[src/rtl/cmp_pkg.sv]
// Shared types for the bit-serial magnitude comparator: FSM state
// encoding and the one-hot {gt, lt, eq} result encoding.
package cmp_pkg;

    typedef enum logic [1:0] {
        IDLE = 2'd0,
        CMP  = 2'd1,
        DONE = 2'd2
    } state_t;

    // Result flags packed as {gt, lt, eq}; exactly one bit set.
    localparam logic [2:0] CMP_GT = 3'b100;
    localparam logic [2:0] CMP_LT = 3'b010;
    localparam logic [2:0] CMP_EQ = 3'b001;

    // Map the final decided/gt registers onto the one-hot result.
    // An undecided comparison means every bit matched.
    function automatic logic [2:0] encode_result(input logic decided, input logic gt);
        if (!decided) begin
            encode_result = CMP_EQ;
        end else if (gt) begin
            encode_result = CMP_GT;
        end else begin
            encode_result = CMP_LT;
        end
    endfunction

endpackage

[src/rtl/cmp_bit_step.sv]
// One MSB-first comparison step. The first differing bit decides the
// result; once decided, the result is sticky and later bits are ignored.
module cmp_bit_step (
    input  logic decided_in,
    input  logic gt_in,
    input  logic lt_in,
    input  logic a_bit,
    input  logic b_bit,
    output logic decided_out,
    output logic gt_out,
    output logic lt_out
);

    // Latch the first difference, otherwise pass the running state through.
    always_comb begin
        decided_out = decided_in;
        gt_out      = gt_in;
        lt_out      = lt_in;
        if (!decided_in && (a_bit != b_bit)) begin
            decided_out = 1'b1;
            gt_out      = a_bit & ~b_bit;
            lt_out      = ~a_bit & b_bit;
        end
    end

endmodule

[src/rtl/serial_comparator.sv]
// Bit-serial unsigned magnitude comparator with valid/ready on both sides.
// Operands are shifted out MSB first, one bit per clock.
//
// Handshake: a transfer happens on a rising edge where valid && ready are
// both high. in_ready/busy/out_valid are decoded from registered state only,
// so there is no combinational path from in_valid or out_ready.
//
// Build option SERIAL_CMP_EARLY_EXIT_EN: when defined, CMP exits to DONE on
// the edge that finds the first differing bit; otherwise every pair takes
// exactly N compare cycles. Result flags are the same either way.
module serial_comparator
    import cmp_pkg::*;
#(
    parameter int N = 4
) (
    input  logic         clk,
    input  logic         rst_n,
    input  logic         in_valid,
    output logic         in_ready,
    input  logic [N-1:0] a,
    input  logic [N-1:0] b,
    output logic         out_valid,
    input  logic         out_ready,
    output logic         a_gt_b,
    output logic         a_lt_b,
    output logic         a_eq_b,
    output logic         busy
);

    localparam int CW = (N > 1) ? $clog2(N) : 1;

    state_t          state_q,   state_d;
    logic [N-1:0]    sa_q,      sa_d;
    logic [N-1:0]    sb_q,      sb_d;
    logic [CW-1:0]   cnt_q,     cnt_d;
    logic            decided_q, decided_d;
    logic            gt_q,      gt_d;
    logic            lt_q,      lt_d;
    logic [2:0]      flags_q,   flags_d;

    logic            step_decided;
    logic            step_gt;
    logic            step_lt;
    logic            finish;

    cmp_bit_step u_step (
        .decided_in  (decided_q),
        .gt_in       (gt_q),
        .lt_in       (lt_q),
        .a_bit       (sa_q[N-1]),
        .b_bit       (sb_q[N-1]),
        .decided_out (step_decided),
        .gt_out      (step_gt),
        .lt_out      (step_lt)
    );

    // Decide when the compare phase ends: last bit, or first difference
    // when early exit is built in.
    always_comb begin
`ifdef SERIAL_CMP_EARLY_EXIT_EN
        finish = (cnt_q == '0) || step_decided;
`else
        finish = (cnt_q == '0);
`endif
    end

    // Next-state and datapath update for the IDLE -> CMP -> DONE loop.
    always_comb begin
        state_d   = state_q;
        sa_d      = sa_q;
        sb_d      = sb_q;
        cnt_d     = cnt_q;
        decided_d = decided_q;
        gt_d      = gt_q;
        lt_d      = lt_q;
        flags_d   = flags_q;
        case (state_q)
            IDLE: begin
                if (in_valid) begin
                    sa_d      = a;
                    sb_d      = b;
                    cnt_d     = CW'(N - 1);
                    decided_d = 1'b0;
                    gt_d      = 1'b0;
                    lt_d      = 1'b0;
                    state_d   = CMP;
                end
            end
            CMP: begin
                decided_d = step_decided;
                gt_d      = step_gt;
                lt_d      = step_lt;
                sa_d      = sa_q << 1;
                sb_d      = sb_q << 1;
                cnt_d     = cnt_q - CW'(1);
                if (finish) begin
                    state_d = DONE;
                    flags_d = encode_result(step_decided, step_gt);
                end
            end
            DONE: begin
                if (out_ready) begin
                    state_d = IDLE;
                    flags_d = 3'b000;
                end
            end
            default: begin
                state_d = IDLE;
                flags_d = 3'b000;
            end
        endcase
    end

    // State and datapath registers; reset aborts any comparison in flight.
    always_ff @(posedge clk or negedge rst_n) begin
        if (!rst_n) begin
            state_q   <= IDLE;
            sa_q      <= '0;
            sb_q      <= '0;
            cnt_q     <= '0;
            decided_q <= 1'b0;
            gt_q      <= 1'b0;
            lt_q      <= 1'b0;
            flags_q   <= 3'b000;
        end else begin
            state_q   <= state_d;
            sa_q      <= sa_d;
            sb_q      <= sb_d;
            cnt_q     <= cnt_d;
            decided_q <= decided_d;
            gt_q      <= gt_d;
            lt_q      <= lt_d;
            flags_q   <= flags_d;
        end
    end

    assign in_ready  = (state_q == IDLE);
    assign busy      = (state_q != IDLE);
    assign out_valid = (state_q == DONE);
    assign a_gt_b    = |(flags_q & CMP_GT);
    assign a_lt_b    = |(flags_q & CMP_LT);
    assign a_eq_b    = |(flags_q & CMP_EQ);

endmodule

[config.mk]
export PLATFORM = sky130hd
export DESIGN_NAME = serial_comparator
export DESIGN_NICKNAME = d
export VERILOG_FILES = /design/src/rtl/cmp_pkg.sv /design/src/rtl/cmp_bit_step.sv /design/src/rtl/serial_comparator.sv
export SDC_FILE = /design/constraint.sdc
export NUM_CORES = 1
export LEC_CHECK = 0
export CAP_MARGIN = 20
export CORE_MARGIN = 2
export CORE_UTILIZATION = 48
export CTS_BUF_LIST = sky130_fd_sc_hd__clkbuf_16
export DETAILED_ROUTE_END_ITERATION = 7
export GPL_TIMING_DRIVEN = 0
export PLACE_DENSITY_LB_ADDON = 0.08
export SLEW_MARGIN = 20
export SYNTH_ARGS = -nofsm -noshare
export SYNTH_HDL_FRONTEND = slang
export SYNTH_SLANG_ARGS = --single-unit
[constraint.sdc]
create_clock -name clk -period 1.4 [get_ports clk]
set_input_delay 0.35 -clock clk [delete_from_list [all_inputs] [get_ports clk]]
set_output_delay 0.35 -clock clk [all_outputs]
set_load 0.02 [all_outputs]
; ---- Yosys cells after proc, flatten, opt, wreduce, memory -nomap -nowiden
; Index checks and enable logic that the tools add are counted.
[totals]
register_bits = 17
inputBits = 12
out_inout_bits = 6
elab_cells = 46
[classes]
n_addsub = 1
eq_ne = 6
mux = 20
bitwise = 3
reduce_logical = 9
[op_table]
columns = cell, n
row1 = one-hot mux 4 bit (2 select lines), 2
row2 = 2-to-1 mux 3 bit, 4
row3 = one-hot mux 3 bit (3 select lines), 1
row4 = 2-to-1 mux 2 bit, 4
row5 = 2-to-1 mux 4 bit, 2
row6 = one-hot mux 2 bit (3 select lines), 1
row7 = AND reduction 3 bit, 2
row8 = logical NOT 2 bit, 2
row9 = != test 2 bit (second input constant), 2
row10 = one-hot mux 1 bit (2 select lines), 2
row11 = one-hot mux 2 bit (2 select lines), 1
row12 = nonzero test 2 bit, 2
row13 = 2-to-1 mux 1 bit, 3
row14 = equality test 2 x 1 -> 1 bit (second input constant), 1
row15 = equality test 2 bit (second input constant), 1
row16 = != test 2 x 1 -> 1 bit (second input constant), 1
row17 = inverter 1 bit, 2
row18 = AND reduction 2 bit, 1
row19 = subtractor 2 x 1 -> 2 bit (second input constant), 1
row20 = bitwise AND 1 bit, 1
row21 = logical AND 1 bit, 1
row22 = logical NOT 1 bit, 1
row23 = != test 1 bit, 1

; ---- Depth between registers and ports, before layout
; Gate-level depths: netlist (run 1).
[logic_depth]
depth_word = 7
depth_mapped = 5

; ---- Hierarchy
; From an unflattened synthesis (run 1), not the netlist that was laid out.
[hier_totals]
hier_cells = 82
area_unflattened_um2 = 872.1
[by_module_without_submodules]
columns = mod, instances, cells_each, area_per_inst_um2, seq_area_each_um2
row1 = serial_comparator, 1, 74, 803.3, 450.4
row2 = cmp_bit_step, 1, 8, 68.8, 0.0

; ---- Worst setup path before layout (run 1)
; Ideal clock, no wire load.
[synth_path]
path_kind = reg-to-output
startpoint = reg state_q[0]
endpoint = out in_ready
arrival_time_ns = 1.107
setup_slack_ns = -0.057
stages_incl_launch_ff = 4
path_buffers = 1
path_cell_list = dfrtp_1 > buf_4 > or2_2 > inv_1
[synth_via]
elab_chain_cells = 1
[synth_rtl]
columns = item, line_no
row1 = start: declaration, serial_comparator.sv:32  ; state_t state_q, state_d;
row2 = start signal: assignment, serial_comparator.sv:126  ; state_q <= state_d;
row3 = logical NOT 2 bit, serial_comparator.sv:137  ; assign in_ready = (state_q == IDLE);
row4 = end: declaration, serial_comparator.sv:19  ; output logic in_ready,
; Every way passes these cells.

; ---- Worst setup path after layout (run 1)
[layout_path]
startpoint = reg state_q[1]
endpoint = out in_ready
; The elaborated chain is that of the path after synthesis.

==> results of run 1 <==
==> cell type report <==
cell class                 count  area [um^2]
fill                         141        484.2
clock buffer                   3        75.07
sequential                    17        426.7
tap                           17        21.27
timing repair buffer          25        240.2
clock inverter                 1        3.754
buffer                         2        12.51
multi-input combinational     59        399.1
inverter                       7        26.28
==> stage by stage <==
step           instances  total power, mW  instance area (um^2)  setup slack, ns
6_report             131            2.888                  1205          -0.1255
5_1_grt              131            3.101                  1205          -0.1486
4_1_cts              131            2.823                  1189          -0.1292
3_5_place_dp         121            2.085                  1041          -0.4807
3_3_place_gp         121            2.040                  1041          -0.4485
2_1_floorplan         87            1.678                 849.6          0.08249
==> worst register-to-register path, stage by stage (launching register included) <==
cell and delay, ns:
dfrtp_1 0.37, inv_1 0.09, ha_4 0.21, nor2_2 0.13, mux2i_2 0.28, a22o_1 0.17
==> power by group through the flow <==
stage	Combinational, mW	Clock (mW)	Sequential, mW
2_1_floorplan	0.784	0	0.894
3_3_place_gp	1.17	0	0.874
3_5_place_dp	1.20	0	0.885
4_1_cts	1.40	0.564	0.857
5_1_grt	1.60	0.590	0.907
6_report	1.45	0.554	0.883
==> repair_timing <==
item / CTS / global route
buffers inserted: 6 / 2
endpoints found under the setup margin: 10 / 6
resized for setup: 30 / 4
pin swaps: 1 / 1
cloned: 0 / 0
==> sequential cells by signal, summed over array words and instances, names as in the netlist <==
signal,cells
cnt_q,2
decided_q,1
flags_q,3
gt_q,1
sa_q,4
sb_q,4
state_q,2
==> synth_stat cells, drive strengths merged <==
cell and count:
a21o 1, a21oi 6, a22o 1, a22oi 7
a32o 2, and2b 2, buf 4, dfrtp 17
ha 2, inv 7, mux2i 1, nand2 5
nand2b 1, nand3b 1, nor2 4, nor2b 8
o21ai 13, o21ba 1, o21bai 1, o2bb2ai 1
or2 2
==> cells in the final DEF (no fill, tap or decap), drive strengths merged, types with 3 or more instances in the layout <==
master          n
a21oi           6
a22oi           7
buf            13
clkbuf          3
clkdlybuf4s50  10
dfrtp          17
dlygate4sd2     4
inv             8
nand2           5
nor2            4
nor2b           8
o21ai          13
==> layer usage <==
layer	routed length, um	part of all wire [%]
met1	909	44
met2	1086	52
met3	56	2.7
met4	27	1.3
met5	0	0
==> cells by family (layout without fill, tap and decap cells) <==
logic type | Yosys count | count (layout) | share of synthesized area [%]
AO/OA/AOI/OAI | 33 | 33 | 24.82
AND/OR/NAND/NOR | 23 | 23 | 14.77
flip-flops | 17 | 17 | 50.22
buffers and inverters | 11 | 38 | 6.055
adder cells (fa/ha/maj) | 2 | 2 | 2.954
multiplexers | 1 | 1 | 1.182
==> final timing paths <==
| kind | endpoint | cells after the start | slack [ns] | startpoint |
|---|---|---|---|---|
| max | in_ready | 4 | -0.13 | state_q[1] |
| min | sb_q[3] | 2 | 0.48 | sb_q[3] |
| max reg2reg | flags_q[1] | 5 | 0.08 | sb_q[3] |
| min reg2reg | sb_q[3] | 2 | 0.48 | sb_q[3] |
| max in group asynchronous | state_q[1] | 1 | 0.29 | rst_n |
| min in group asynchronous | flags_q[2] | 1 | 0.57 | rst_n |
==> flow_metrics.env, run 1 <==
export IMPL_grt_pass1_vias=707
export IMPL_cp_end_kind="output pin"
export IMPL_diodes=0
export IMPL_critical_path_top_delay_family="flip-flops"
export IMPL_yosysTopAreaCellShare_pct=50.22
export IMPL_setup_violations=3
export IMPL_grtUsageMet2_pct=36.94
export IMPL_finalHoldViolations=0
export IMPL_syn_area_um2=847.1
export IMPL_initial_core_util_pct=50.15
export IMPL_cts_tree="yes"
export IMPL_p_sw_mw=1.083
export IMPL_post_route_util_pct=71.33
export IMPL_worst_slew_pin_slew_ns=0.7907
export IMPL_worstPathCellList="buf_6 -> or2_4 -> inv_2 -> buf_6"
export IMPL_drt_first_pass_iters=4
export IMPL_rows=15
export IMPL_slew_headroom_pct=47.12
export IMPL_slew_violations=0
export IMPL_setup_ws_ns=-0.1255
export IMPL_antenna_found_initial=0
export IMPL_syn_nets=101
export IMPL_peakVddDrop_v=0.001400
export IMPL_yosysWarnings=0
export IMPL_finalWirelength_um=2081
export IMPL_cts_sinks=17
export IMPL_min_period_ns=1.525
export IMPL_hp_class="register to register"
export IMPL_clk_root_buffer_cell="clkbuf_16"
export IMPL_final_antenna_net_count=0
export IMPL_numCtsBuffers=3
export IMPL_p_clk_share_pct=19.2
export IMPL_status="finished with violations"
export IMPL_powerDensity_mw_per_mm2=2397
export IMPL_nets=129
export IMPL_timing_fmax_mhz=655.5
export IMPL_die_h_um=46.01
export IMPL_critPathBufInv=3
export IMPL_avgSynthCellArea_um2=9.736
export IMPL_grt_max_degree=18
export IMPL_synth_seq_area_share_pct=50.22
export IMPL_final_period_utilization_pct=109.0
export IMPL_clk_latency_ns=0.24
export IMPL_critPathKind="register to output pin"
export IMPL_die_area_mm2=0.002117
export IMPL_p_leak_nw=0.5718
export IMPL_p_int_mw=1.806
export IMPL_drc=0
export IMPL_grtUsageTotal_pct=22.32
export IMPL_switching_share_pct=37.48
export IMPL_worstPathMaxFanout=2
export IMPL_cp_start_kind="register"
export IMPL_cpMostUsedCell="buf_6"
export IMPL_core_area_mm2=0.001689
export IMPL_port_buffers=17
export IMPL_grt_overflow=0
export IMPL_cts_htree_levels=1
export IMPL_wl_per_cell_um=15.89
export IMPL_areaGrowthSynthToFinish_pct=42.25
export IMPL_synth_area_leader_cell="dfrtp_1"
export IMPL_dp_hpwl_um=1271
export IMPL_drive_above_1_share_pct=21.93
export IMPL_crit_required_ns=1.05
export IMPL_drv_cap=0
export IMPL_holdBufCountCts=0
export IMPL_grt_pass1_wl_um=3236
export IMPL_viasPerCell=5.443
export IMPL_pwr_share_seq_pct=30.6
export IMPL_crit_slowest_cell="dfrtp_2"
export IMPL_finClkSkew_ns=0.001286
export IMPL_comb_power_share_pct=50.2
export IMPL_ios=18
export IMPL_worst_ep_arrival_time_ns=1.18
export IMPL_synthCells=87
export IMPL_dr_first_iter_drc_count=23
export IMPL_synth_seq_cells=17
export IMPL_holdWs_ns=0.4820
export IMPL_num_vias=713
export IMPL_synth_area_leaders="dfrtp_1 (50%), o21ai_1 (7.1%), a22oi_1 (6.2%)"
export IMPL_clk_pin_slew_ns=0.05
export IMPL_globalRoute_busiestLayer="met2"
export IMPL_synth_cell_types=25
export IMPL_grt_util_met3_pct=5.952
export IMPL_grtUsageMet1_pct=27.43
export IMPL_place_congestion=0.7375
export IMPL_violations="negative setup slack"
export IMPL_setup_tns_final_ns=-0.3087
export IMPL_rsz0062_at_grt="yes"
export IMPL_cpPeakStageDelay_ns=0.41
export IMPL_chipWidth_um=46.01
export IMPL_clockBufferDepth=2
Note: power is estimated with default switching activity, not from simulation.
==> inputs of run 2 (changes only) <==
--- a/config.mk
+++ b/config.mk
@@ -10,7 +10,6 @@
 export CORE_UTILIZATION = 48
 export CTS_BUF_LIST = sky130_fd_sc_hd__clkbuf_16
 export DETAILED_ROUTE_END_ITERATION = 7
-export GPL_TIMING_DRIVEN = 0
 export PLACE_DENSITY_LB_ADDON = 0.08
 export SLEW_MARGIN = 20
 export SYNTH_ARGS = -nofsm -noshare
==> flow_metrics.env, run 2 (synthesis gave the netlist of run 1 again) <==
export IMPL_status="finished with violations"
export IMPL_violations="negative setup slack"
export IMPL_crit_slowest_cell="dfrtp_1"
export IMPL_powerDensity_mw_per_mm2=2325
export IMPL_viasPerCell=5.674
export IMPL_wl_per_cell_um=14.35
export IMPL_p_int_mw=1.799
export IMPL_cts_tree="yes"
export IMPL_core_area_mm2=0.001689
export IMPL_cpPeakStageDelay_ns=0.41
export IMPL_multi_input_area_um2=399.1
export IMPL_antenna_found_initial=0
export IMPL_chipWidth_um=46.01
export IMPL_critPathBufInv=2
export IMPL_finClkSkew_ns=0.002157
export IMPL_crit_start="state_q[0]"
export IMPL_cp_end_kind="output pin"
export IMPL_critPathKind="register to output pin"
export IMPL_crit_required_ns=1.05
export IMPL_timing_fmax_mhz=707.1
export IMPL_worst_slew_pin_slew_ns=0.3286
export IMPL_finalHoldViolations=0
export IMPL_layoutNonFillerInstCount=135
export IMPL_diodes=0
export IMPL_rows=15
export IMPL_die_area_mm2=0.002117
export IMPL_nets=133
export IMPL_p_clk_share_pct=19.6
export IMPL_r2r_start="sb_q[3]"
export IMPL_clk_root_buffer_cell="clkbuf_16"
export IMPL_setup_violations=1
export IMPL_slew_headroom_pct=77.99
export IMPL_grt_max_degree=18
export IMPL_num_vias=766
export IMPL_finalInstanceArea_mm2=0.001224
export IMPL_comb_power_share_pct=49.7
export IMPL_drv_cap=0
export IMPL_dpl_instance_area_mm2=0.001114
export IMPL_p_sw_mw=1.047
export IMPL_holdWs_ns=0.4414
export IMPL_hp_class="input pin to asynchronous set/reset pin"
export IMPL_initial_core_util_pct=50.15
export IMPL_areaGrowthSynthToFinish_pct=44.46
export IMPL_reg_largest_list="sa_q x4, sb_q x4, flags_q x3"
export IMPL_cts_sinks=17
export IMPL_switching_share_pct=36.78
export IMPL_dr_first_iter_drc_count=20
export IMPL_final_period_utilization_pct=101.0
export IMPL_ios=18
export IMPL_pwr_share_seq_pct=30.7
export IMPL_worstPathCellList="or2_4 -> inv_2 -> buf_6"
export IMPL_numCtsBuffers=3
export IMPL_rsz0062_at_grt="yes"
export IMPL_regArea_um2=425.4
export IMPL_slew_violations=0
export IMPL_critical_path_top_delay_family="flip-flops"
export IMPL_dp_hpwl_um=1412
export IMPL_grt_pass1_vias=713
export IMPL_cts_htree_levels=1
export IMPL_setup_tns_final_ns=-0.01417
export IMPL_grt_overflow=0
export IMPL_min_period_ns=1.414
export IMPL_drc=0
export IMPL_worst_ep_arrival_time_ns=1.06
export IMPL_setup_ws_ns=-0.01417
export IMPL_clockBufferDepth=2
export IMPL_grtUsageTotal_pct=21.55
export IMPL_p_leak_nw=0.5818
export IMPL_drt_first_pass_iters=4
export IMPL_clk_pin_slew_ns=0.05
export IMPL_cp_start_kind="register"
export IMPL_port_buffers=17
export IMPL_place_inst=130
export IMPL_mostFrequentLayoutCells="dfrtp_1 (17), buf_4 (13), o21ai_1 (12)"
export IMPL_fill_cells=119
export IMPL_post_place_ws_ns=-0.2306
export IMPL_post_route_util_pct=72.44
export IMPL_place_congestion=0.7564
export IMPL_drive_above_1_share_pct=26.27
export IMPL_holdBufCountCts=0
export IMPL_final_common_cell="dfrtp_1"
export IMPL_p_total_mw=2.845
export IMPL_clk_latency_ns=0.24
export IMPL_worstPathMaxFanout=4
export IMPL_final_antenna_net_count=0
export IMPL_die_h_um=46.01
export IMPL_peakVddDrop_v=0.001467
export IMPL_grt_pass1_wl_um=3187
export IMPL_finalWirelength_um=1937
## run 2: timing repair
item	CTS	global route
endpoints found under the setup margin	16	7
pin swaps	2	2
buffers inserted	0	1
resized for setup	24	4
## run 2: worst register-to-register path, stage by stage (launching register included)
cell and delay (ns):
dfrtp_1 0.38, inv_2 0.08, ha_4 0.21, nor2_2 0.13, mux2i_2 0.30, a22o_1 0.18
## run 2: final cells by class
cell class	instances	share of cell area, %
Sequential cell	17	34.76
Multi-Input combinational cell	59	32.62
Timing Repair Buffer	31	22.29
Clock buffer	3	6.135
Inverter	7	2.147
Tap cell	17	1.738
Clock inverter	1	0.3067
## run 2: power groups by stage
stage	clock (mW)	combinational, mW	sequential (mW)
floorplan	0	0.784	0.894
global placement	0	1.30	0.856
detailed placement	0	1.33	0.868
CTS	0.563	1.39	0.869
global route	0.584	1.56	0.903
finish	0.559	1.41	0.873
## run 2: worst paths after layout
path / end / slack, ns / cells after the start
worst max-delay path: in_ready / -0.01 / 3
worst min-delay path: flags_q[2] / 0.44 / 2
worst max register to register: flags_q[1] / 0.06 / 5
worst min register to register: flags_q[2] / 0.49 / 1
max in group asynchronous: sb_q[2] / 0.77 / 2
min in group clk: flags_q[2] / 0.49 / 1
## run 2: per-layer routing
metal	up-vias	GRT usage (%)	part of all wire, %
met3	2	3.571	4.1
met5	-	0	0
met4	0	9.143	0.46
met2	22	33.33	49
li1	370	-	-
met1	372	29.53	46
==> inputs of run 3 (changes only) <==
==> constraint.sdc (replaced) <==
create_clock -name clk -period 1.61 [get_ports clk]
set_input_delay 0.4025 -clock clk [delete_from_list [all_inputs] [get_ports clk]]
set_output_delay 0.4025 -clock clk [all_outputs]
set_load 0.02 [all_outputs]
==> flow_metrics.env, run 3 (synthesis gave the netlist of run 1 again) <==
export IMPL_numCtsBuffers=3
export IMPL_grt_max_degree=18
export IMPL_reg_largest_list="sa_q x4, sb_q x4, flags_q x3"
export IMPL_status="finished, final reports clean"
export IMPL_wl_per_cell_um=13.79
export IMPL_mostFrequentLayoutCells="dfrtp_1 (17), buf_4 (14), o21ai_1 (12)"
export IMPL_chipWidth_um=46.01
export IMPL_critical_path_top_delay_family="flip-flops"
export IMPL_dp_hpwl_um=1380
export IMPL_diodes=0
export IMPL_die_area_mm2=0.002117
export IMPL_crit_required_ns=1.21
export IMPL_finalWirelength_um=1861
export IMPL_grt_pass1_vias=668
export IMPL_final_period_utilization_pct=95.26
export IMPL_worst_slew_pin_slew_ns=0.2626
export IMPL_drv_cap=0
export IMPL_grt_pass1_wl_um=2939
export IMPL_cts_sinks=17
export IMPL_switching_share_pct=36.43
export IMPL_cts_tree="yes"
export IMPL_powerDensity_mw_per_mm2=1989
export IMPL_cts_htree_levels=1
export IMPL_post_route_util_pct=70.44
export IMPL_pwr_share_seq_pct=31.1
export IMPL_num_vias=718
export IMPL_worstPathCellList="or2_2 -> inv_1 -> buf_2"
export IMPL_drive_above_1_share_pct=19.49
export IMPL_viasPerCell=5.319
export IMPL_p_clk_share_pct=20.5
export IMPL_antenna_found_initial=0
export IMPL_areaGrowthSynthToFinish_pct=40.47
export IMPL_holdBufCountCts=0
export IMPL_layoutNonFillerInstCount=135
export IMPL_critPathKind="register to output pin"
export IMPL_critPathBufInv=2
export IMPL_setup_violations=0
export IMPL_p_leak_nw=0.6108
export IMPL_slew_violations=0
export IMPL_rsz0062_at_grt="no"
export IMPL_port_buffers=17
export IMPL_rows=15
export IMPL_finalHoldViolations=0
export IMPL_place_congestion=0.7989
export IMPL_grt_overflow=0
export IMPL_hp_class="register to register"
export IMPL_drc=0
export IMPL_die_h_um=46.01
export IMPL_grtUsageTotal_pct=19.80
export IMPL_drt_first_pass_iters=4
export IMPL_worstPathMaxFanout=4
export IMPL_final_antenna_net_count=0
export IMPL_cpPeakStageDelay_ns=0.39
export IMPL_nets=133
export IMPL_p_int_mw=1.504
export IMPL_worst_ep_arrival_time_ns=1.13
export IMPL_timing_fmax_mhz=652.0
export IMPL_core_area_mm2=0.001689
export IMPL_comb_power_share_pct=48.4
export IMPL_dr_first_iter_drc_count=24
export IMPL_clockBufferDepth=2
export IMPL_crit_slowest_cell="dfrtp_1"
export IMPL_p_sw_mw=0.8619
export IMPL_ios=18
export IMPL_peakVddDrop_v=0.001124
export IMPL_place_inst=131
export IMPL_clk_pin_slew_ns=0.05
export IMPL_final_common_cell="dfrtp_1"
export IMPL_min_period_ns=1.534
export IMPL_cp_start_kind="register"
export IMPL_initial_core_util_pct=50.15
export IMPL_cp_end_kind="output pin"
export IMPL_clk_root_buffer_cell="clkbuf_16"
export IMPL_clk_latency_ns=0.24
export IMPL_finClkSkew_ns=0.002627
export IMPL_slew_headroom_pct=81.99
## run 3: changes by cell type in the layout (fill, tap and decap cells not counted), moves of 2 or more
cell,delta
buf_6,-3
dlygate4sd2_1,-3
inv_2,-2
nor2b_2,-2
inv_1,+2
nor2b_1,+2
dlymetal6s2s_1,+3
## run 3: power by group through the flow
| stage | Combinational, mW | Clock [mW] | Sequential (mW) |
|---|---|---|---|
| after floorplan | 0.666 | 0 | 0.777 |
| after global placement | 1.16 | 0 | 0.733 |
| after detailed placement | 1.19 | 0 | 0.741 |
| after CTS | 1.18 | 0.491 | 0.735 |
| after global routing | 1.27 | 0.514 | 0.757 |
| final | 1.15 | 0.484 | 0.737 |
## run 3: path summary, 6_finish.rpt
path | start | endpoint | slack, ns | depth (start not counted)
worst min register to register | gt_q | gt_q | 0.48 | 2
max in group asynchronous | rst_n | sa_q[0] | 0.93 | 2
worst min-delay path | gt_q | gt_q | 0.48 | 2
worst max-delay path | state_q[1] | in_ready | 0.08 | 3
worst max register to register | sa_q[3] | flags_q[1] | 0.22 | 4
min in group asynchronous | rst_n | sa_q[3] | 0.49 | 2
## run 3: worst min-delay path, stage by stage (launching register included)
cell and delay (ns):
dfrtp_1 0.33, nand2_1 0.05, o21ai_1 0.06
## run 3: repair_timing
action	CTS	global route
buffers inserted	0	0
endpoints found under the setup margin	3	5
hold endpoints to repair	0	0
gates resized for setup	9	5
## run 3: area by class of cell
cell class,count,area [um^2]
clock buffers,3,75.07
repair buffers,31,267.8
flip-flops and latches,17,425.4
multi-input cells,59,370.4
inverters,7,26.28
fillers,139,499.2
well taps,17,21.27
clock inverters,1,3.754
## run 3: per-stage QoR
stage               hold WS, ns  setup TNS, ns  worst slack, ns  power, mW  cell area [um^2]
finish                   0.4804              0          0.07629      2.366              1190
global route             0.5005              0          0.03107      2.539              1190
CTS                      0.4851              0         0.005510      2.403              1194
detailed placement       0.4740        -0.1537          -0.1127      1.931              1119
global placement         0.4682        -0.1274          -0.1022      1.894              1119
floorplan                0.1069              0           0.1010      1.443             847.1
## run 3: per-layer routing
layer  GRT usage [%]  vias up  wire, um
met5               0        -         0
met4           6.857        0        11
met1           27.25      340       887
li1                -      366         -
met3           3.571        2        48
met2           31.11       10       913
